===== config.mk =====
export PLATFORM = sky130hd
export DESIGN_NAME = param_sync_fifo
export DESIGN_NICKNAME = d
export VERILOG_FILES = /design/src/rtl/fifo_pkg.sv /design/src/rtl/fifo_mem.sv /design/src/rtl/param_sync_fifo.sv
export SDC_FILE = /design/constraint.sdc
export NUM_CORES = 1
export LEC_CHECK = 0
export CORE_MARGIN = 2
export CORE_UTILIZATION = 55
export DETAILED_ROUTE_END_ITERATION = 10
export PLACE_DENSITY = 0.72
export SLEW_MARGIN = 40
export SYNTH_ARGS = -nofsm -noshare
export SYNTH_HDL_FRONTEND = slang
export SYNTH_SLANG_ARGS = --single-unit

===== constraint.sdc =====
create_clock -name clk -period 7.9 [get_ports clk]
set_clock_uncertainty 0.2 [all_clocks]
set_input_delay 2.37 -clock clk [delete_from_list [all_inputs] [get_ports clk]]
set_output_delay 2.37 -clock clk [all_outputs]
set_load 0.02 [all_outputs]

===== src/rtl/fifo_pkg.sv =====
// Shared constants and width helpers for the parameterised single-clock FIFO
// and the per-channel data widths it replaces.
package fifo_pkg;

  localparam int LOAD_W  = 22;
  localparam int STORE_W = 54;
  localparam int RESP_W  = 45;

  // Pointer carries one extra wrap bit above the address.
  function automatic int ptr_w(input int depth);
    return $clog2(depth) + 1;
  endfunction

  function automatic int cnt_w(input int depth);
    return $clog2(depth + 1);
  endfunction

endpackage


===== src/rtl/fifo_mem.sv =====
// WIDTH x DEPTH register array, one synchronous write port and one read port.
// Read port is registered by default, combinational when FIFO_FWFT_EN is defined.
module fifo_mem #(
  parameter int WIDTH = 54,
  parameter int DEPTH = 8,
  parameter int AW    = $clog2(DEPTH)
) (
  input  logic             clk,
`ifndef FIFO_FWFT_EN
  input  logic             rst,
  input  logic             rd_en,
`else
  input  logic             rd_valid,
`endif
  input  logic             wr_en,
  input  logic [AW-1:0]    wr_addr,
  input  logic [WIDTH-1:0] wr_data,
  input  logic [AW-1:0]    rd_addr,
  output logic [WIDTH-1:0] rd_data
);

  logic [WIDTH-1:0] mem [DEPTH];

  always_ff @(posedge clk) begin
    if (wr_en) mem[wr_addr] <= wr_data;
  end

`ifdef FIFO_FWFT_EN
  // Head word falls through; forced to zero while the FIFO is empty.
  always_comb begin
    rd_data = '0;
    if (rd_valid) rd_data = mem[rd_addr];
  end
`else
  // Non-blocking read returns the old word even when the same address is written this edge.
  always_ff @(posedge clk or posedge rst) begin
    if (rst)        rd_data <= '0;
    else if (rd_en) rd_data <= mem[rd_addr];
  end
`endif

endmodule


===== src/rtl/param_sync_fifo.sv =====
// Parameterised single-clock FIFO with occupancy count, threshold flags, flush
// and sticky error flags. Define FIFO_FWFT_EN for first-word-fall-through output.
module param_sync_fifo
  import fifo_pkg::*;
#(
  parameter int WIDTH     = STORE_W,
  parameter int DEPTH     = 8,
  parameter int AF_THRESH = 6,
  parameter int AE_THRESH = 2
) (
  input  logic                       clk,
  input  logic                       reset,
  input  logic                       clear,
  input  logic                       write_enable,
  input  logic [WIDTH-1:0]           data_in,
  input  logic                       read_enable,
  output logic [WIDTH-1:0]           data_out,
  output logic                       empty_signal,
  output logic                       full_signal,
  output logic                       almost_full_signal,
  output logic                       almost_empty_signal,
  output logic [$clog2(DEPTH+1)-1:0] count,
  output logic                       overflow_error,
  output logic                       underflow_error
);

  localparam int AW    = $clog2(DEPTH);
  localparam int PTR_W = ptr_w(DEPTH);
  localparam int CNT_W = cnt_w(DEPTH);

  logic [PTR_W-1:0] wr_ptr, rd_ptr;
  logic             pop_ok, push_ok;
  logic             mem_wr, mem_rd;

  assign empty_signal        = (count == CNT_W'(0));
  assign full_signal         = (count == CNT_W'(DEPTH));
  assign almost_full_signal  = (count >= CNT_W'(AF_THRESH));
  assign almost_empty_signal = (count <= CNT_W'(AE_THRESH));

  // Handshake: a request is taken on the rising edge where it is held high and the
  // matching *_ok term is true; a pop frees a slot so a push into a full FIFO is
  // taken alongside it. There is no ready output: the master watches the flags.
  assign pop_ok  = read_enable & ~empty_signal;
  assign push_ok = write_enable & (~full_signal | pop_ok);

  // clear wins over both transfers, so memory and data_out are left untouched.
  assign mem_wr = push_ok & ~clear;
  assign mem_rd = pop_ok & ~clear;

  always_ff @(posedge clk or posedge reset) begin
    if (reset) begin
      wr_ptr          <= '0;
      rd_ptr          <= '0;
      count           <= '0;
      overflow_error  <= 1'b0;
      underflow_error <= 1'b0;
    end else if (clear) begin
      wr_ptr          <= '0;
      rd_ptr          <= '0;
      count           <= '0;
      overflow_error  <= 1'b0;
      underflow_error <= 1'b0;
    end else begin
      if (push_ok) wr_ptr <= wr_ptr + PTR_W'(1);
      if (pop_ok)  rd_ptr <= rd_ptr + PTR_W'(1);
      case ({push_ok, pop_ok})
        2'b10:   count <= count + CNT_W'(1);
        2'b01:   count <= count - CNT_W'(1);
        default: count <= count;
      endcase
      if (write_enable & full_signal & ~pop_ok) overflow_error  <= 1'b1;
      if (read_enable & empty_signal)           underflow_error <= 1'b1;
    end
  end

  fifo_mem #(
    .WIDTH (WIDTH),
    .DEPTH (DEPTH),
    .AW    (AW)
  ) u_mem (
    .clk      (clk),
`ifndef FIFO_FWFT_EN
    .rst      (reset),
    .rd_en    (mem_rd),
`else
    .rd_valid (~empty_signal),
`endif
    .wr_en    (mem_wr),
    .wr_addr  (wr_ptr[AW-1:0]),
    .wr_data  (data_in),
    .rd_addr  (rd_ptr[AW-1:0]),
    .rd_data  (data_out)
  );

endmodule


# Yosys cells after proc, flatten, opt, wreduce, memory -nomap -nowiden

Memories as Yosys holds them, arrays and structs flattened. A register that Yosys moved wholly into a read port is not among the register bits.
Cells that the tools add are included.

Bitwise gates (word level): 12
$lt $le $gt $ge: 2
Add/sub/neg operators: 4
Muxes and demuxes: 12
$mul: 0
Reductions and logical operators: 6
Div/mod/pow operators: 0
Shift-type cells: 0
Equal/unequal tests: 3

Operators by type and width:

| operator                                                           | count |
|---|---|
| 2-to-1 mux 4 bit                                                   | 5 |
| adder 4 x 1 -> 4 bit (second input constant)                       | 3 |
| case mux 4 bit (2 select lines)                                    | 1 |
| nonzero test 2 bit                                                 | 4 |
| AND 1 bit                                                          | 7 |
| 2-to-1 mux 1 bit                                                   | 6 |
| equality test 4 bit (second input constant)                        | 1 |
| greater-or-equal comparator 4 x 3 -> 1 bit (second input constant) | 1 |
| <= comparator 4 x 2 -> 1 bit (second input constant)               | 1 |
| logical NOT 4 bit                                                  | 1 |
| NOT 1 bit                                                          | 4 |
| subtractor 4 x 1 -> 4 bit (second input constant)                  | 1 |
| nonzero test 3 bit                                                 | 1 |
| equality test 2 x 1 -> 1 bit (second input constant)               | 1 |
| equality test 2 bit (second input constant)                        | 1 |
| bitwise OR 1 bit                                                   | 1 |

Register bits after elaboration: 14
ROM bits: 0
Input port bits: 59
RAM bits: 432
Memories kept: 1
Output and inout port bits: 64
Bits in latches: 0

Memories:

| name      | depth | width | rd ports | clocked after memory_dff | write ports | line           | RTL |
|---|---|---|---|---|---|---|---|
| u_mem.mem | 8     | 54    | 1        | 1                        | 1           | fifo_mem.sv:22 | `logic [WIDTH-1:0] mem [DEPTH];` |

# Longest topological paths before layout

Word-level depth: 8
Mapped depth: 8
Mapped depth without buffers: 7

# Hierarchy

Synthesis repeated with hierarchy kept, for this count alone.

Cells, all modules: 1138
Area, all modules: 19622.6 sq um

Modules (own cells, without submodules):

| module          | cells each | area each (sq um) | seq. area each (sq um) | times used |
|---|---|---|---|---|
| fifo_mem        | 1060       | 18871.8           | 14323.7                | 1 |
| param_sync_fifo | 78         | 750.7             | 300.3                  | 1 |

# Worst setup path after synthesis

Ideal clock, no wire load.

Path type: input port to flip-flop
Start: input port write_enable
End: memory u_mem.mem[0][0], enable pin
Arrival time: 8253 ps
Library setup time: 599 ps
Stages on the path: 4
Slack: -1153 ps
Required time: 7101 ps
Path buffers: 1
Path through: clkbuf_1 o21ai_1 or2_2 nor4_1

Longest elaborated chain between the ends: 4

RTL lines:

| what                                   | line                  | RTL |
|---|---|---|
| from (decl)                            | param_sync_fifo.sv:14 | `input logic write_enable,` |
| AND 1 bit                              | param_sync_fifo.sv:44 | `assign push_ok = write_enable & (~full_signal \| pop_ok);` |
| AND 1 bit                              | param_sync_fifo.sv:47 | `assign mem_wr = push_ok & ~clear;` |
| 2-to-1 mux 1 bit                       | fifo_mem.sv:25        | `if (wr_en) mem[wr_addr] <= wr_data;` |
| 2-to-1 mux 1 bit (not written as such) | fifo_mem.sv:25        |  |
| to (decl)                              | fifo_mem.sv:22        |  |

Every way passes these cells.

# Worst setup path after layout

Start: register count[0]
End: output port full_signal

Longest elaborated chain between the ends: 1

RTL lines:

| what                   | line                  | RTL |
|---|---|---|
| from (decl)            | param_sync_fifo.sv:22 | `output logic [$clog2(DEPTH+1)-1:0] count,` |
| from (signal assigned) | param_sync_fifo.sv:67 | `2'b10: count <= count + CNT_W'(1);` |
| from (signal assigned) | param_sync_fifo.sv:68 | `2'b01: count <= count - CNT_W'(1);` |
| from (signal assigned) | param_sync_fifo.sv:69 | `default: count <= count;` |
| equality test 4 bit    | param_sync_fifo.sv:36 | `assign full_signal = (count == CNT_W'(DEPTH));` |
| to (decl)              | param_sync_fifo.sv:19 | `output logic full_signal,` |

Every way passes these cells.

==> impl_metrics.ini <==
[power]
seqPwrFrac_pct = 45.3
swShare_pct = 26.2
power_frac_comb_pct = 22.3
power_density_nw_per_um2 = 316
total_power_mw = 7.10
irDropWorstVdd_uv = 246
power.share.clock_pct = 32.4
p_leak_nw = 7.16
switchingPower_mw = 1.86
p_int_mw = 5.24

[sta]
period_share_pct = 64.1
finalSetupViolations = 0
timing.fmax_ghz = 0.198
tightest_slew_ps = 804
min_period_ps = 5060
rsz0062_at_grt = no
drv_slew = 0
hold_ws_ps = 293
setup_ws_ps = 2840
hold_viol_final = 0
setup-tns-final_ps = 0
relSlewSlack_pct = 46.4

[yosys]
ys_top_cells_by_area = edfxtp_1, mux4_2, dfrtp_1
synth.top_cell.area_share_pct = 69.0
synth_edf_count = 432
syn_inst = 890
synthFlopType = edfxtp_1
yosys.area.top_type = edfxtp_1
yosysSeqAreaShare_pct = 77.8
synth.distinct_cells = 36
ys_warn_count = 0
syn-cell-area_um2 = 18800
synth_seq_cells = 498
synth_fp_nets = 953
synth_async_sr_flop_share_pct = 13.3
syn_avg_cell_area_um2 = 21.1

[layout]
final_nets = 1105
fill_cells = 2147
drive_gt1_share_pct = 20.7
diodes = 0
area_growth_syn_to_layout_pct = 19.4
utilization_pct = 66.8
final_cell_count_no_fill = 1528
final_area_um2 = 22400

[setup_path]
end_kind = output port
critPathMaxFanout = 11
path_class = flip-flop to output port
reg2reg_from = count[1]
crit_path_end = full_signal
rr_worst_depth = 5
cp-startpoint = count[0]
crit_arrival_ps = 2490
reg2reg_to = u_mem.mem[2][4]
startpoint_type = flip-flop
required_ps = 5330
r2r_slack_ps = 4560

[detailed_routing]
ant_nets = 0
wire_per_inst_um = 23.4
drt_iter0_drc = 725
drt_pass1_iterations = 5
drc_errors = 0
wirelength_um = 35800
vias = 8926
vias_per_cell = 5.84

[placed_design]
dp_hpwl_um = 20700
gp_congestion = 0.700
place_inst = 1438
postPlaceCellArea_um2 = 20800
pre_cts_slack_ps = 2330
io_buffers = 122

[floorplan]
rows = 67
die_h_um = 189
coreArea_um2 = 33600
fp.dieW_um = 189
start_util_pct = 55.9
dieArea_um2 = 35700
ios = 123

[global_route]
grt_most_used_layer = met2
antenna_found_initial = 0
use_met1_pct = 30.6
grt_pass1_wl_um = 55400
globalRouteTotalUtil_pct = 20.6
met2_usage_pct = 33.0
grt_max_degree = 82
grtUsageMet3_pct = 3.26
grt-ovfl-total = 0
grt_pass1_vias = 9308

[clock_tree]
ctsResizeCount = 0
clock-sinks = 498
root_buffer = clkbuf_16
ctsHoldBuffers = 0
clk_pin_slew_ps = 60
h-tree-depth = 2
clk_latency_ps = 550
clk_path_buf_depth = 3
numCtsBuffers = 48
cts_tree = done
cts_setup_buffers = 0

[run_status]
status = finished clean

[min_path]
holdCritPathClass = flip-flop to flip-flop

[job]
maxCapViolCount = 0
[metal layers]
metal | routed length, um | part of all wire [%]
met1 | 15700 | 44
met5 | 0 | 0
met4 | 576 | 1.6
met2 | 17400 | 49
met3 | 2090 | 5.8
[worst max-delay path: stages (launching register included)]
cell and delay, ps:
dfrtp_1 540, or4b_1 700, inv_1 110, clkdlybuf4s50_1 600
[cell families (layout without fill, tap and decap cells)]
logic type / after synthesis / after routing / synth area share [%]
adders and majority gates: 4 / 4 / 0.266
and+or+nand+nor: 92 / 92 / 2.03
xor gates and xnor gates: 6 / 6 / 0.280
buffers and inverters: 52 / 242 / 1.32
muxes: 166 / 166 / 16.0
DFF: 498 / 498 / 77.8
AOI/OAI and AO/OA: 72 / 72 / 2.30
[power groups by stage]
stage               sequential [mW]  combinational (mW)  clock [mW]
finish                         3.21                1.58        2.30
floorplan                      3.37               0.924           0
global route                   3.25                1.71        2.44
global placement               3.28                1.55           0
CTS                            3.23                1.60        2.34
detailed placement             3.28                1.59           0
[cell usage in the layout, fill, tap and decap left out, types with 6 or more instances in the layout]
cell type	count
edfxtp_1	432
clkinv_2	9
clkdlybuf4s50_1	122
nor2_1	71
buf_4	13
nor2_4	7
bufinv_16	6
mux4_2	108
clkbuf_16	49
a21oi_1	58
dfrtp_1	63
clkinv_1	7
mux2i_1	57
clkbuf_1	11
[sequential cells by signal, indices dropped and copies added, names as in the netlist]
signal,count
rd_ptr,3
count,4
wr_ptr,3
u_mem.mem,432
underflow_error,1
overflow_error,1
u_mem.rd_data,54
[cell usage after synthesis (all sizes together), types with 2 or more instances]
cell type / count
o21ai: 4
mux4: 108
a21oi: 58
nor3: 2
o211ai: 2
mux2i: 57
a211oi: 2
ha: 4
xor2: 3
buf: 26
dfrtp: 66
inv: 3
nand3b: 2
nor2: 78
clkbuf: 23
nor4: 3
xnor2: 3
nand2: 3
edfxtp: 432
[how the worst min path moves through the flow]
stage                    start               to  slack (ps)  cells past startpoint
6_report       underflow_error  underflow_error         290                      2
5_1_grt        underflow_error  underflow_error         340                      2
4_1_cts        underflow_error  underflow_error         300                      2
3_5_place_dp   underflow_error  underflow_error         290                      2
3_3_place_gp   underflow_error  underflow_error         290                      2
2_1_floorplan        wr_ptr[0]        wr_ptr[0]         330                      2
[final cells by class]
type                            count  area, um^2  area share, %
Clock buffer                       64        1320           5.89
Timing Repair Buffer              151        1640           7.29
Sequential cell                   498       14600           65.2
Inverter                            3        12.5         0.0557
Multi-Input combinational cell    340        4010           17.9
Clock inverter                     24         270           1.20
Tap cell                          448         561           2.50
No activity file was read; power rests on OpenSTA's default activity.
